`src/rtl/microwave_pkg.sv`:
```
// microwave_pkg: state encoding, heater duty table and default presets
// shared by the microwave_timer controller.
package microwave_pkg;

  typedef enum logic [2:0] {
    ST_OFF   = 3'd0,
    ST_IDLE  = 3'd1,
    ST_RUN   = 3'd2,
    ST_PAUSE = 3'd3,
    ST_DONE  = 3'd4
  } state_e;

  localparam int DUTY_WIN = 10;

  // Index 0 sits in the LSBs.
  localparam logic [35:0] DEF_PRESETS =
    {9'd300, 9'd100, 9'd110, 9'd90};

  function automatic logic [3:0] duty_ticks(
    input logic [1:0] lvl
  );
    logic [3:0] n;
    case (lvl)
      2'd0:    n = 4'd10;
      2'd1:    n = 4'd7;
      2'd2:    n = 4'd5;
      default: n = 4'd3;
    endcase
    return n;
  endfunction

endpackage

```
`src/rtl/mw_tick_gen.sv`:
```
// mw_tick_gen: divides the board clock down to a one-cycle tick
// every TICK_DIV cycles, with a synchronous restart.
module mw_tick_gen #(
  parameter int TICK_DIV = 50_000_000
) (
  input  logic clk_i,
  input  logic rst_ni,
  input  logic clr_i,
  output logic tick_o
);

  localparam int CW = (TICK_DIV > 1) ? $clog2(TICK_DIV) : 1;
  localparam logic [CW-1:0] LAST = CW'(TICK_DIV - 1);

  logic [CW-1:0] cnt_q, cnt_d;

  assign tick_o = (cnt_q == LAST);

  always_comb begin
    cnt_d = cnt_q + CW'(1);
    if (clr_i || tick_o) cnt_d = '0;
  end

  always_ff @(posedge clk_i or negedge rst_ni) begin
    if (!rst_ni) cnt_q <= '0;
    else         cnt_q <= cnt_d;
  end

endmodule

```
`src/rtl/microwave_timer.sv`:
```
// microwave_timer: countdown controller with presets, door interlock,
// auto-off and beep. MICROWAVE_POWER_LEVEL_EN adds heater duty cycling.
module microwave_timer
  import microwave_pkg::*;
#(
  parameter int TIME_W      = 9,
  parameter int MAX_TIME    = 320,
  parameter int STEP        = 5,
  parameter int NUM_PRESETS = 4,
  parameter logic [NUM_PRESETS*TIME_W-1:0] PRESET_TIMES = DEF_PRESETS,
  parameter int TICK_DIV    = 50_000_000,
  parameter int AUTO_OFF_S  = 30,
  parameter int BEEP_S      = 3
) (
  input  logic                   clock_in,
  input  logic                   reset_n,
  input  logic                   power_btn,
  input  logic                   start_btn,
  input  logic                   door_closed,
  input  logic [NUM_PRESETS-1:0] preset_req,
  input  logic                   clear_btn,
  input  logic                   inc_btn,
  input  logic                   dec_btn,
  input  logic [1:0]             power_level,
  output logic [TIME_W-1:0]      time_left,
  output logic [2:0]             state_o,
  output logic                   heater_on,
  output logic                   lamp_on,
  output logic [1:0]             turntable_phase,
  output logic                   beep,
  output logic                   display_en
);

  localparam int NB = NUM_PRESETS + 5;
  localparam int IW = $clog2(AUTO_OFF_S + 1);
  localparam int BW = $clog2(BEEP_S + 1);
  localparam logic [IW-1:0] IDLE_LAST = IW'(AUTO_OFF_S - 1);
  localparam logic [BW-1:0] BEEP_LAST = BW'(BEEP_S - 1);
  localparam logic [TIME_W:0] STEP_W = (TIME_W+1)'(STEP);
  localparam logic [TIME_W:0] MAX_W  = (TIME_W+1)'(MAX_TIME);

  state_e state_q, state_d;
  logic [TIME_W-1:0] time_q, time_d, pre_val, inc_val, dec_val;
  logic [TIME_W:0] sum;
  logic [IW-1:0] idle_q, idle_d;
  logic [BW-1:0] bcnt_q, bcnt_d;
  logic [1:0] phase_q, phase_d;
  logic [NB-1:0] btn, btn_q, edge_w;
  logic [NUM_PRESETS-1:0] pre_e;
  logic pwr_e, start_e, clr_e, inc_e, dec_e;
  logic tick, tick_clr, heat_d;
  logic heater_q, lamp_q, disp_q, beep_q;

  assign btn = {preset_req, dec_btn, inc_btn,
                clear_btn, start_btn, power_btn};
  assign edge_w  = btn & ~btn_q;
  assign pwr_e   = edge_w[0];
  assign start_e = edge_w[1];
  assign clr_e   = edge_w[2];
  assign inc_e   = edge_w[3];
  assign dec_e   = edge_w[4];
  assign pre_e   = edge_w[NB-1:5];

  assign tick_clr = (state_d == ST_RUN) && (state_q != ST_RUN);

  mw_tick_gen #(.TICK_DIV(TICK_DIV)) u_tick (
    .clk_i  (clock_in),
    .rst_ni (reset_n),
    .clr_i  (tick_clr),
    .tick_o (tick)
  );

  assign sum     = {1'b0, time_q} + STEP_W;
  assign inc_val = (sum > MAX_W) ? MAX_W[TIME_W-1:0]
                                 : sum[TIME_W-1:0];
  assign dec_val = (time_q > STEP_W[TIME_W-1:0])
                   ? time_q - STEP_W[TIME_W-1:0] : '0;

  // Descending scan so the lowest pressed index wins.
  always_comb begin
    pre_val = '0;
    for (int i = NUM_PRESETS - 1; i >= 0; i--)
      if (pre_e[i]) pre_val = PRESET_TIMES[i*TIME_W +: TIME_W];
  end

  always_comb begin
    state_d = state_q;
    time_d  = time_q;
    idle_d  = '0;
    bcnt_d  = '0;
    phase_d = phase_q;
    unique case (state_q)
      ST_OFF: begin
        time_d = '0;
        if (pwr_e) state_d = ST_IDLE;
      end
      ST_IDLE: begin
        idle_d = idle_q;
        if (clr_e) time_d = '0;
        else if (|pre_e) begin
          if (time_q == '0) time_d = pre_val;
        end
        else if (inc_e) time_d = inc_val;
        else if (dec_e) time_d = dec_val;
        if (|edge_w || !door_closed) idle_d = '0;
        else if (tick) begin
          if (idle_q == IDLE_LAST) begin
            state_d = ST_OFF;
            time_d  = '0;
          end else begin
            idle_d = idle_q + IW'(1);
          end
        end
        if (start_e && door_closed && time_q != '0)
          state_d = ST_RUN;
      end
      ST_RUN: begin
        if (!door_closed || start_e) state_d = ST_PAUSE;
        else if (tick) begin
          phase_d = (phase_q == 2'd2) ? 2'd0 : phase_q + 2'd1;
          if (time_q <= TIME_W'(1)) begin
            time_d  = '0;
            state_d = ST_DONE;
          end else begin
            time_d = time_q - TIME_W'(1);
          end
        end
      end
      ST_PAUSE: begin
        if (clr_e) begin
          state_d = ST_IDLE;
          time_d  = '0;
        end else if (start_e && door_closed) begin
          state_d = ST_RUN;
        end
      end
      ST_DONE: begin
        bcnt_d = bcnt_q;
        if (start_e || !door_closed) state_d = ST_IDLE;
        else if (tick) begin
          if (bcnt_q == BEEP_LAST) state_d = ST_IDLE;
          else bcnt_d = bcnt_q + BW'(1);
        end
      end
      default: state_d = ST_OFF;
    endcase
    // Power overrides everything else.
    if (pwr_e && state_q != ST_OFF) begin
      state_d = ST_OFF;
      time_d  = '0;
    end
  end

`ifdef MICROWAVE_POWER_LEVEL_EN
  logic [3:0] duty_q, duty_d;

  always_comb begin
    duty_d = duty_q;
    if (tick_clr) duty_d = '0;
    else if (state_q == ST_RUN && tick)
      duty_d = (duty_q == 4'(DUTY_WIN - 1)) ? '0 : duty_q + 4'd1;
  end

  always_ff @(posedge clock_in or negedge reset_n) begin
    if (!reset_n) duty_q <= '0;
    else          duty_q <= duty_d;
  end

  assign heat_d = (state_q == ST_RUN) &&
                  (duty_q < duty_ticks(power_level));
`else
  logic unused_pl;
  assign unused_pl = ^power_level;
  assign heat_d = (state_q == ST_RUN);
`endif

  always_ff @(posedge clock_in or negedge reset_n) begin
    if (!reset_n) begin
      state_q  <= ST_OFF;
      time_q   <= '0;
      idle_q   <= '0;
      bcnt_q   <= '0;
      phase_q  <= '0;
      btn_q    <= '0;
      heater_q <= 1'b0;
      lamp_q   <= 1'b0;
      disp_q   <= 1'b0;
      beep_q   <= 1'b0;
    end else begin
      state_q  <= state_d;
      time_q   <= time_d;
      idle_q   <= idle_d;
      bcnt_q   <= bcnt_d;
      phase_q  <= phase_d;
      btn_q    <= btn;
      heater_q <= heat_d;
      lamp_q   <= (state_q != ST_OFF) &&
                  (state_q == ST_RUN || !door_closed);
      disp_q   <= (state_q != ST_OFF);
      beep_q   <= (state_q == ST_DONE);
    end
  end

  assign time_left       = time_q;
  assign state_o         = state_q;
  assign turntable_phase = phase_q;
  assign heater_on       = heater_q;
  assign lamp_on         = lamp_q;
  assign display_en      = disp_q;
  assign beep            = beep_q;

endmodule

```
`config.mk`:
```
export PLATFORM = sky130hd
export DESIGN_NAME = microwave_timer
export DESIGN_NICKNAME = d
export VERILOG_FILES = /design/src/rtl/microwave_pkg.sv /design/src/rtl/mw_tick_gen.sv /design/src/rtl/microwave_timer.sv
export SDC_FILE = /design/constraint.sdc
export NUM_CORES = 1
export LEC_CHECK = 0
export CORE_ASPECT_RATIO = 0.9
export CORE_MARGIN = 1.5
export CORE_UTILIZATION = 35
export CTS_CLUSTER_SIZE = 25
export DETAILED_ROUTE_END_ITERATION = 8
export PLACE_DENSITY = 0.51
export RECOVER_POWER = 50
export SYNTH_ARGS = -nofsm -noshare
export SYNTH_HDL_FRONTEND = slang
export SYNTH_SLANG_ARGS = --single-unit
export TNS_END_PERCENT = 20
```
`constraint.sdc`:
```
create_clock -name clock_in -period 3 [get_ports clock_in]
set_input_delay 0.6 -clock clock_in [delete_from_list [all_inputs] [get_ports clock_in]]
set_output_delay 0.6 -clock clock_in [all_outputs]
set_load 0.03 [all_outputs]
```
==> summary.txt, run 1 <==
Run status
  • Status: finished, violations left
  • Failing checks: capacitance limit, slew limit

Floorplanning
  • Core area: 10,900 µm²
  • Initial core utilization: 0.3611
  • Io pins: 32
  • Die Height: 103.6 µm
  • Row count: 36
  • Die area: 11,890 µm²
  • Die width: 114.8 µm

Yosys
  • EDFF count, synth: 0
  • Warnings from Yosys: 0
  • Synth area leaders: dfrtp_1, nor2_1, xor2_1, nand2_1, xnor2_1
  • Count leader, synth: dfrtp_1
  • Syn Std Cell Area: 3936 µm²
  • Largest area contributor in the netlist: dfrtp_1
  • Syn Inst Count: 448
  • Yosys top cell area share: 0.3814
  • Most common library cells after synthesis: dfrtp_1, nor2_1, nand2_1
  • #FFs+latches synth: 60
  • Post-synth ARST share: 1.000
  • Main synth FF type: dfrtp_1
  • Sequential-to-total area share from yosys stat: 0.3814
  • Syn nets: 471
  • Syn Area/Cell: 8.786 µm²
  • Synth cell types: 66

Clock tree
  • Post-CTS Hold Buffers: 0
  • CTS resizes: 0
  • TritonCTS clock tree: yes
  • Clock buffer count from CTS: 9
  • CTS Sinks: 60
  • Post-CTS Setup Bufs: 0
  • Clock Pin Slew Worst Setup and Hold Paths: 0.05 ns
  • Max Buffers Root-to-Sink: 2
  • Clk_lat worst skew: 0.32 ns
  • CTS Root Buffer Type: clkbuf_16
  • CTS H-tree lvls: 3

Flow run
  • Max Cap Viol: 1

GRT
  • Overflow after GRT: 0
  • Vias in the first global route: 3,270
  • First-pass GRT wire length: 16.91 mm
  • Initial antenna violation count: 0
  • GRT Overall Usage: 0.1795
  • Largest net degree at the start of global routing: 34

Drt
  • Drt first pass iters: 5
  • Initial DRC count: 203
  • DR WL/cell: 15.35 µm
  • DR vias/cell: 5.274
  • DR DRC count: 0
  • Final WL: 9.868 mm
  • Routed vias: 3,391
  • Final ANT Viol Nets: 0

Placed design
  • Placed cell areas: 4454 µm²
  • PortBufs: 29
  • Gp weighted congestion: 0.8951
  • HPWL after DPL: 7.517 mm

Finish
  • Antenna Cells: 0
  • Layout area overhead: 20.37%
  • Register area: 1501 µm²
  • Cell area after layout: 4738 µm²
  • Final nets: 510
  • Multi-input combinational cell area: 2270 µm²
  • Final core utilization: 0.4347
  • Fill cells: 1,126
  • Fraction of layout cells with a size suffix above 1: 0.1242

STA
  • Fmax achieved: 376.1 MHz
  • Final worst path period need: 2.659 ns
  • Fin crit share: 0.8864
  • Slew Viols, Final: 34
  • Final Hold Viols: 0
  • WHS: 0.5240 ns
  • Relative slew slack: -0.2582
  • Post-route setup TNS: 0 ns
  • Worst-margin pin slew: 1.887 ns
  • RSZ-0062 raised after global routing: false
  • Final setup viols: 0
  • Worst Clk Skew: 0.004487 ns

Pwr
  • P_sw: 1.486 mW
  • Reg power frac: 0.311
  • Pwr dens: 778.7 nW/µm²
  • Power Total: 3.690 mW
  • Comb pwr share: 0.418
  • Leak: 1.937 nW
  • Peak VDD IR: 390.6 µV
  • Clk pwr share: 0.270
  • P_int: 2.204 mW
  • Switching share of power: 0.4026

Worst setup path
  • Critical Path AT: 2.85 ns
  • WS Path Type: flip-flop to flip-flop
  • Worst-path fanout max: 8
  • Crit path launch type: flip-flop
  • Required time worst endpoint: 3.19 ns
  • CP endpoint kind: flip-flop
  • Worst r2r path cells: 9

Min path
  • Hold-critical path depth: 1
  • Hold crit path type: flip-flop to flip-flop
[sequential cells by signal, summed over array words and instances (netlist names)]
register,flops
u_tick.cnt_q,26
beep,1
display_en,1
time_left,9
bcnt_q,2
turntable_phase,2
lamp_on,1
state_o,3
idle_q,5
btn_q,9
heater_on,1
[per-stage QoR]
step / setup WS (ns) / instances
global placement: 0.1795 / 628
detailed placement: 0.1291 / 628
floorplan: 0.4383 / 448
finish: 0.3408 / 643
CTS: 0.4103 / 643
global route: 0.1558 / 643
[placed cells by master (no fill, tap or decap), types with 3 or more instances in the layout]
master	instances
ha_1	9
nor2_2	11
a21oi_1	22
nor4_1	3
o21a_1	3
nor3_1	12
or4_1	3
and2_1	4
and3_1	8
dfrtp_1	60
or3_1	3
a211oi_1	4
nand3_1	22
clkdlybuf4s50_1	19
dlygate4sd3_1	9
xor2_1	24
o21ai_0	22
a22oi_1	3
buf_4	16
nand2b_1	11
a31oi_1	5
o31ai_1	4
inv_1	14
nand4_1	9
nor3b_1	3
o211ai_1	7
nand2_1	36
and4_1	4
o22ai_1	4
clkbuf_16	9
nor2b_1	9
clkinv_2	3
xnor2_1	14
nor2_1	57
[layout make-up]
cell class | count | area share
flip-flops and latches | 60 | 0.3169
well taps | 152 | 0.04014
clock inverters | 5 | 0.01109
inverters | 14 | 0.01109
multi-input cells | 354 | 0.4790
repair buffers | 48 | 0.09137
clock buffers | 10 | 0.05044
[cells by family (layout without fill, tap and decap cells)]
logic type,after synthesis,count (layout),share of synthesized area
AOI/OAI and AO/OA,94,94,0.1624
xor gates and xnor gates,38,38,0.08455
buffers and inverters,34,77,0.04196
DFF,60,60,0.3814
muxes,1,1,0.002543
adders and majority gates,9,9,0.02861
and+or+nand+nor,212,212,0.2985
[metal layers]
metal  global-route usage  routed length, µm  up-vias
met3              0.04272                534       13
met1               0.2846               5154     1606
met2               0.2387               4067       96
met5                    0                  0        -
li1                     -                  -     1676
met4              0.04850                112        0
[power groups by stage]
stage          Combinational [mW]  Clock (mW)  Sequential [mW]
4_1_cts                      1.54        1.03             1.15
2_1_floorplan               0.998           0             1.21
5_1_grt                      1.71        1.07             1.18
3_5_place_dp                 1.54           0             1.16
3_3_place_gp                 1.54           0             1.16
6_report                     1.54       0.998             1.15
[worst max-delay path, cell delays in order, from the launching register on]
cell and delay [ns]:
dfrtp_1 0.46, ha_1 0.33, o2111ai_4 0.20, nor2_1 0.29
xnor2_1 0.12, a22oi_2 0.22, nor2_2 0.08, a2111oi_0 0.55
buf_4 0.20, o41ai_1 0.07
[final timing paths]
path                                    start                  to  slack, ns
setup / recovery                 time_left[1]        time_left[3]       0.34
hold / removal             turntable_phase[0]  turntable_phase[0]       0.52
setup reg to reg                 time_left[1]        time_left[3]       0.34
hold reg to reg            turntable_phase[0]  turntable_phase[0]       0.52
max in group asynchronous             reset_n     u_tick.cnt_q[1]       0.86
min in group asynchronous             reset_n    u_tick.cnt_q[13]       0.79
Note: power is estimated with default switching activity, not from simulation.
==> run 2: changes to the inputs <==
Settings changed: HOLD_SLACK_MARGIN from default to 0.05, RECOVER_POWER 50 to 100.
==> run 2 against run 1 <==
Clock power barely moved. The run still ends with capacitance limit, slew limit left. Sequential power hardly changed. Non-clock buffer count did not move. Die area stayed put. Largest cell class unchanged. Cell count is the same.
==> summary.txt, run 2 (synthesis gave the netlist of run 1 again) <==
Clock tree
  • Clock Pin Slew Worst Setup and Hold Paths: 0.05 ns (about the same)
  • CTS Root Buffer Type: clkbuf_16
  • Post-CTS Hold Buffers: 0 (unchanged)
  • CTS Sinks: 60 (unchanged)
  • Clock buffer count from CTS: 9 (unchanged)
  • CTS H-tree lvls: 3 (unchanged)
  • CTS resizes: 0 (unchanged)
  • TritonCTS clock tree: yes
  • Clk_lat worst skew: 0.32 ns (about the same)
  • Post-CTS Setup Bufs: 0 (unchanged)
  • Max Buffers Root-to-Sink: 2 (unchanged)

GRT
  • Vias in the first global route: 3,270 (unchanged)
  • GRT Overall Usage: 0.1795 (unchanged)
  • GR peak layer: met1
  • Initial antenna violation count: 0 (unchanged)
  • Overflow after GRT: 0 (unchanged)
  • Largest net degree at the start of global routing: 34 (unchanged)
  • Met2 usage: 0.2387 (unchanged)
  • Grt met3 use: 0.04272 (unchanged)
  • First-pass GRT wire length: 16.91 mm (unchanged)
  • GR Layer Usage met1: 0.2846 (unchanged)

Placed design
  • Gp weighted congestion: 0.8951 (unchanged)
  • Cell total after placement: 628 (unchanged)
  • HPWL after DPL: 7.517 mm (unchanged)
  • PortBufs: 29 (unchanged)

Worst setup path
  • Crit path depth: 9 (unchanged)
  • Crit path launch type: flip-flop
  • Delay-heaviest family, CP: simple AND/OR/NAND/NOR gates
  • CP cell instances: clkbuf_1 > nor4_4 > and3_1 > o21ai_1 > a21oi_1 > nor4_2 > or2_1 > buf_12 > nor2_1
  • Setup crit end: u_tick.cnt_q[3]
  • Critical-path top delay cell: dfrtp_1
  • Worst r2r path cells: 9 (unchanged)
  • Critical Path AT: 2.94 ns (+0.09 ns)
  • Worst-path fanout max: 16 (+8)
  • CP bufs+invs: 2 (+1)
  • Crit-path max cell delay: 0.54 ns (about the same)
  • Reg-to-reg endpoint: u_tick.cnt_q[3]
  • WS Path Type: flip-flop to flip-flop
  • CP startpoint: time_left[4]
  • Worst reg2reg setup slack: 0.32 ns (-0.02 ns)
  • CP endpoint kind: flip-flop
  • Worst r2r src: time_left[4]
  • Required time worst endpoint: 3.25 ns (+0.06 ns)

Finish
  • Most frequent cells in the layout: nor2_1, dfrtp_1, nand2_1
  • Antenna Cells: 0 (unchanged)
  • Reg with most FFs: u_tick.cnt_q
  • Final nets: 510 (unchanged)
  • Layout area overhead: 18.94%
  • Max reg flops: 26 (unchanged)
  • Post-Layout Cell Count: 643 (unchanged)
  • Fraction of layout cells with a size suffix above 1: 0.09572 (-0.02851)
  • Most common cell after layout, fill and taps aside: nor2_1

STA
  • Fmax achieved: 372.6 MHz (-0.91%)
  • Final worst path period need: 2.684 ns (+0.02431 ns)
  • Relative slew slack: -0.2735 (-0.01530)
  • Worst-margin pin slew: 1.910 ns (+0.02295 ns)
  • Final Hold Viols: 0 (unchanged)
  • Worst Clk Skew: 0.004871 ns (+0.0003837 ns)
  • Final setup viols: 0 (unchanged)
  • Fin crit share: 0.8945 (+0.008105)
  • RSZ-0062 raised after global routing: false
  • Post-route setup TNS: 0 ns (unchanged)
  • Slew Viols, Final: 34 (unchanged)

Floorplanning
  • Die Height: 103.6 µm (unchanged)
  • Row count: 36 (unchanged)
  • Initial core utilization: 0.3611 (unchanged)
  • Die width: 114.8 µm (unchanged)
  • Die area: 11,890 µm² (unchanged)
  • Core area: 10,900 µm² (unchanged)
  • Io pins: 32 (unchanged)

Drt
  • DR WL/cell: 15.49 µm (+0.96%)
  • Initial DRC count: 174 (-14%)
  • DR vias/cell: 5.271 (about the same)
  • Routed vias: 3,389 (-0.059%)
  • Drt first pass iters: 5 (unchanged)
  • DR DRC count: 0 (unchanged)
  • Final WL: 9.963 mm (+0.96%)
  • Final ANT Viol Nets: 0 (unchanged)

Run status
  • Failing checks: capacitance limit, slew limit
  • Status: finished, violations left

Min path
  • Hold crit path type: flip-flop to flip-flop

Pwr
  • Peak VDD IR: 391.1 µV (+0.13%)
  • Leak: 1.964 nW (+1.4%)
  • Pwr dens: 779.5 nW/µm² (+0.10%)

Flow run
  • Max Cap Viol: 1 (unchanged)
[run 2: cell count changes in the layout (fill, tap and decap cells not counted), sizes merged]
cell / delta
clkbuf: +3
buf: -3
dlygate4sd3: +18
clkdlybuf4s50: -18
[run 2: metrics by stage]
step / hold WS (ns) / util / total power, mW / setup slack (ns) / instance area (µm²)
after floorplan: 0.3044 / - / 2.205 / 0.4383 / 3936
after global placement: 0.5041 / 0.4086 / 2.700 / 0.1795 / 4454
after detailed placement: 0.5191 / 0.4086 / 2.700 / 0.1291 / 4454
after CTS: 0.3855 / 0.4354 / 3.722 / 0.4103 / 4746
after global routing: 0.5529 / 0.4295 / 3.909 / 0.09978 / 4682
final: 0.5190 / 0.4295 / 3.650 / 0.3165 / 4682
[run 2: layout make-up]
class	instances	area, µm²
Timing Repair Buffer	48	422.9
Clock inverter	5	52.55
Fill cell	1136	6218
Multi-Input combinational cell	354	2223
Tap cell	152	190.2
Sequential cell	60	1501
Inverter	14	52.55
Clock buffer	10	239.0
[run 2: metal layers]
layer	share of wire	wire [µm]
met1	0.53	5237
met2	0.41	4070
met3	0.055	545
met4	0.011	109
met5	0	0
[run 2: worst min-delay path by stage]
stage	start	endpoint	slack, ns	depth (start not counted)
floorplan	reset_n	bcnt_q[0]	0.30	0
detailed placement	u_tick.cnt_q[0]	u_tick.cnt_q[0]	0.52	1
global placement	turntable_phase[1]	turntable_phase[1]	0.50	2
global route	u_tick.cnt_q[0]	u_tick.cnt_q[0]	0.55	1
finish	turntable_phase[0]	turntable_phase[0]	0.52	1
CTS	reset_n	u_tick.cnt_q[14]	0.39	1
[run 2: power breakdown]
part	internal, mW	total, mW	switching, mW
Sequential	0.934	1.15	0.212
Clock	0.655	0.999	0.344
Combinational	0.578	1.51	0.927
Total	2.17	3.65	1.48
[run 2: worst reg2reg max path, delay by kind of cell (launching register included)]
| kind | cells | cell delay (ns) |
|---|---|---|
| buf+inv | 2 | 0.40 |
| compound gates | 2 | 0.34 |
| flops | 1 | 0.54 |
| simple gates | 5 | 1.34 |
==> run 3: changes to the inputs <==
Settings changed: GPL_TIMING_DRIVEN from default to 0.
==> run 3 against run 2 <==
The run still ends with capacitance limit, slew limit left. Register-to-register slack worse by 0.09 ns. Hold slack better by 0.0014 ns. Sequential power down 5%. Count of clock-buffer cells in the layout up 2. Die area unchanged. Non-clock buffer count unchanged. Clock skew up 0.0057 ns. Critical path depth up 1. Routed wire length up 3.1%. Clock power up 11%. Critical endpoint is now u_tick.cnt_q[19].
==> summary.txt, run 3 (synthesis gave the netlist of run 1 again) <==
Drt
  • Routed vias: 3,435 (+1.4%)
  • DR WL/cell: 15.95 µm (+2.9%)
  • WL met3: 655 µm (+20%)
  • DR top layer: met4
  • Initial DRC count: 214 (+23%)
  • DRT met1 WL: 5.361 mm (+2.4%)
  • Final WL: 10.27 mm (+3.1%)
  • WL met2: 4.106 mm (+0.88%)
  • DR vias/cell: 5.334 (+1.2%)
  • Drt first pass iters: 5 (unchanged)
  • DR DRC count: 0 (unchanged)
  • Final ANT Viol Nets: 0 (unchanged)

STA
  • Final worst path period need: 2.798 ns (+0.1140 ns)
  • Worst Clk Skew: 0.01052 ns (+0.005653 ns)
  • RSZ-0062 raised after global routing: false
  • Relative slew slack: -0.009988 (+0.2635)
  • Slew Viols, Final: 61 (+79%)
  • Final WS setup: 0.2025 ns (-0.1140 ns)
  • Worst-margin pin slew: 1.515 ns (-0.3952 ns)
  • Final setup viols: 0 (unchanged)
  • Fin crit share: 0.9325 (+0.03799)
  • Final Hold Viols: 0 (unchanged)
  • Fmax achieved: 357.5 MHz (-4.1%)

Worst setup path
  • CP endpoint kind: flip-flop
  • Crit path launch type: primary input
  • WS Path Type: primary input to flip-flop
  • Setup crit end: u_tick.cnt_q[19]
  • Critical Path AT: 3.02 ns (+0.08 ns)
  • Reg-to-reg endpoint: time_left[3]
  • Worst-path fanout max: 10 (-6)
  • Worst r2r path cells: 8 (-1)
  • Worst r2r src: time_left[1]
  • Worst reg2reg setup slack: 0.23 ns (-0.09 ns)
  • Required time worst endpoint: 3.22 ns (-0.03 ns)
  • CP startpoint: preset_req[1]

GRT
  • Vias in the first global route: 3,242 (-0.86%)
  • First-pass GRT wire length: 17.39 mm (+2.9%)
  • Largest net degree at the start of global routing: 61 (+79%)
  • Overflow after GRT: 0 (unchanged)
  • Initial antenna violation count: 0 (unchanged)
  • GRT Overall Usage: 0.1858 (+0.006327)

Clock tree
  • CTS Root Buffer Type: clkbuf_16
  • Post-CTS Setup Bufs: 0 (unchanged)
  • CTS resizes: 0 (unchanged)
  • Max Buffers Root-to-Sink: 2 (unchanged)
  • Clk_lat worst skew: 0.33 ns (about the same)
  • TritonCTS clock tree: yes
  • Post-CTS Hold Buffers: 0 (unchanged)
  • CTS H-tree lvls: 3 (unchanged)
  • CTS Sinks: 60 (unchanged)
  • Clock buffer count from CTS: 9 (unchanged)
  • Clock Pin Slew Worst Setup and Hold Paths: 0.05 ns (about the same)

Placed design
  • Pre-CTS setup slack: -0.2440 ns (-0.3732 ns)
  • PortBufs: 29 (unchanged)
  • Gp weighted congestion: 0.9438 (+5.4%)
  • HPWL after DPL: 7.570 mm (+0.71%)

Floorplanning
  • Core area: 10,900 µm² (unchanged)
  • Io pins: 32 (unchanged)
  • Die width: 114.8 µm (unchanged)
  • Initial core utilization: 0.3611 (unchanged)
  • Row count: 36 (unchanged)
  • Die Height: 103.6 µm (unchanged)
  • Die area: 11,890 µm² (unchanged)

Finish
  • Final nets: 510 (unchanged)
  • Max reg flops: 26 (unchanged)
  • Most frequent cells in the layout: nor2_1, dfrtp_1, nand2_1
  • Antenna Cells: 0 (unchanged)
  • Most common cell after layout, fill and taps aside: nor2_1
  • Fraction of layout cells with a size suffix above 1: 0.08537 (-0.01036)
  • Reg with most FFs: u_tick.cnt_q
  • Layout area overhead: 19.55%

Min path
  • Hold crit path type: flip-flop to flip-flop
  • Min-delay src: turntable_phase[1]

Pwr
  • Pwr dens: 804.5 nW/µm² (+3.2%)
  • Peak VDD IR: 321.8 µV (-18%)
  • Leak: 1.962 nW (-0.10%)
  • Power Total: 3.786 mW (+3.7%)

Run status
  • Status: finished, violations left
  • Failing checks: capacitance limit, slew limit

Flow run
  • Max Cap Viol: 1 (unchanged)
run 3: layer usage:
layer	track usage	vias to the layer above
li1	-	1678
met1	0.2943	1639
met2	0.2472	107
met3	0.04681	11
met4	0.04586	0
met5	0	-
run 3: final cells by class:
cell class	count	area (µm²)
plain buffers	19	108.9
repair buffers	29	285.3
well taps	152	190.2
flip-flops and latches	60	1503
clock buffers	12	246.5
fillers	1122	6195
inverters	14	52.55
clock inverters	4	72.57
multi-input cells	354	2247
run 3: worst max-delay path, stage by stage:
cell and delay (ns):
dlygate4sd3_1 0.58, nand2b_1 0.17, nand4b_4 0.22, nor4_2 0.39
a21oi_2 0.12, nor4_2 0.35, or2_1 0.14, buf_2 0.20
buf_6 0.18, nor2_1 0.06
run 3: per-stage QoR:
| stage | hold WS [ns] | instance area [µm²] | std cells | util | setup TNS [ns] |
|---|---|---|---|---|---|
| 5_1_grt | 0.5528 | 4706 | 644 | 0.4317 | 0 |
| 6_report | 0.5203 | 4706 | 644 | 0.4317 | 0 |
| 3_3_place_gp | 0.4994 | 4417 | 629 | 0.4052 | -48.23 |
| 2_1_floorplan | 0.3044 | 3936 | 448 | - | 0 |
| 4_1_cts | 0.3875 | 4733 | 645 | 0.4342 | 0 |
| 3_5_place_dp | 0.5191 | 4414 | 629 | 0.4050 | -3.014 |
run 3: worst min path at each step:
stage | to | slack (ns) | cells past startpoint
4_1_cts | u_tick.cnt_q[5] | 0.39 | 1
5_1_grt | turntable_phase[0] | 0.55 | 1
3_3_place_gp | turntable_phase[1] | 0.50 | 2
6_report | turntable_phase[1] | 0.52 | 2
2_1_floorplan | bcnt_q[0] | 0.30 | 0
3_5_place_dp | u_tick.cnt_q[0] | 0.52 | 1
run 3: where the power goes:
| part | internal, mW | leakage (nW) | switching, mW |
|---|---|---|---|
| logic | 0.579 | 1.02 | 1.01 |
| registers | 0.936 | 0.791 | 0.150 |
| clock network | 0.748 | 0.153 | 0.365 |
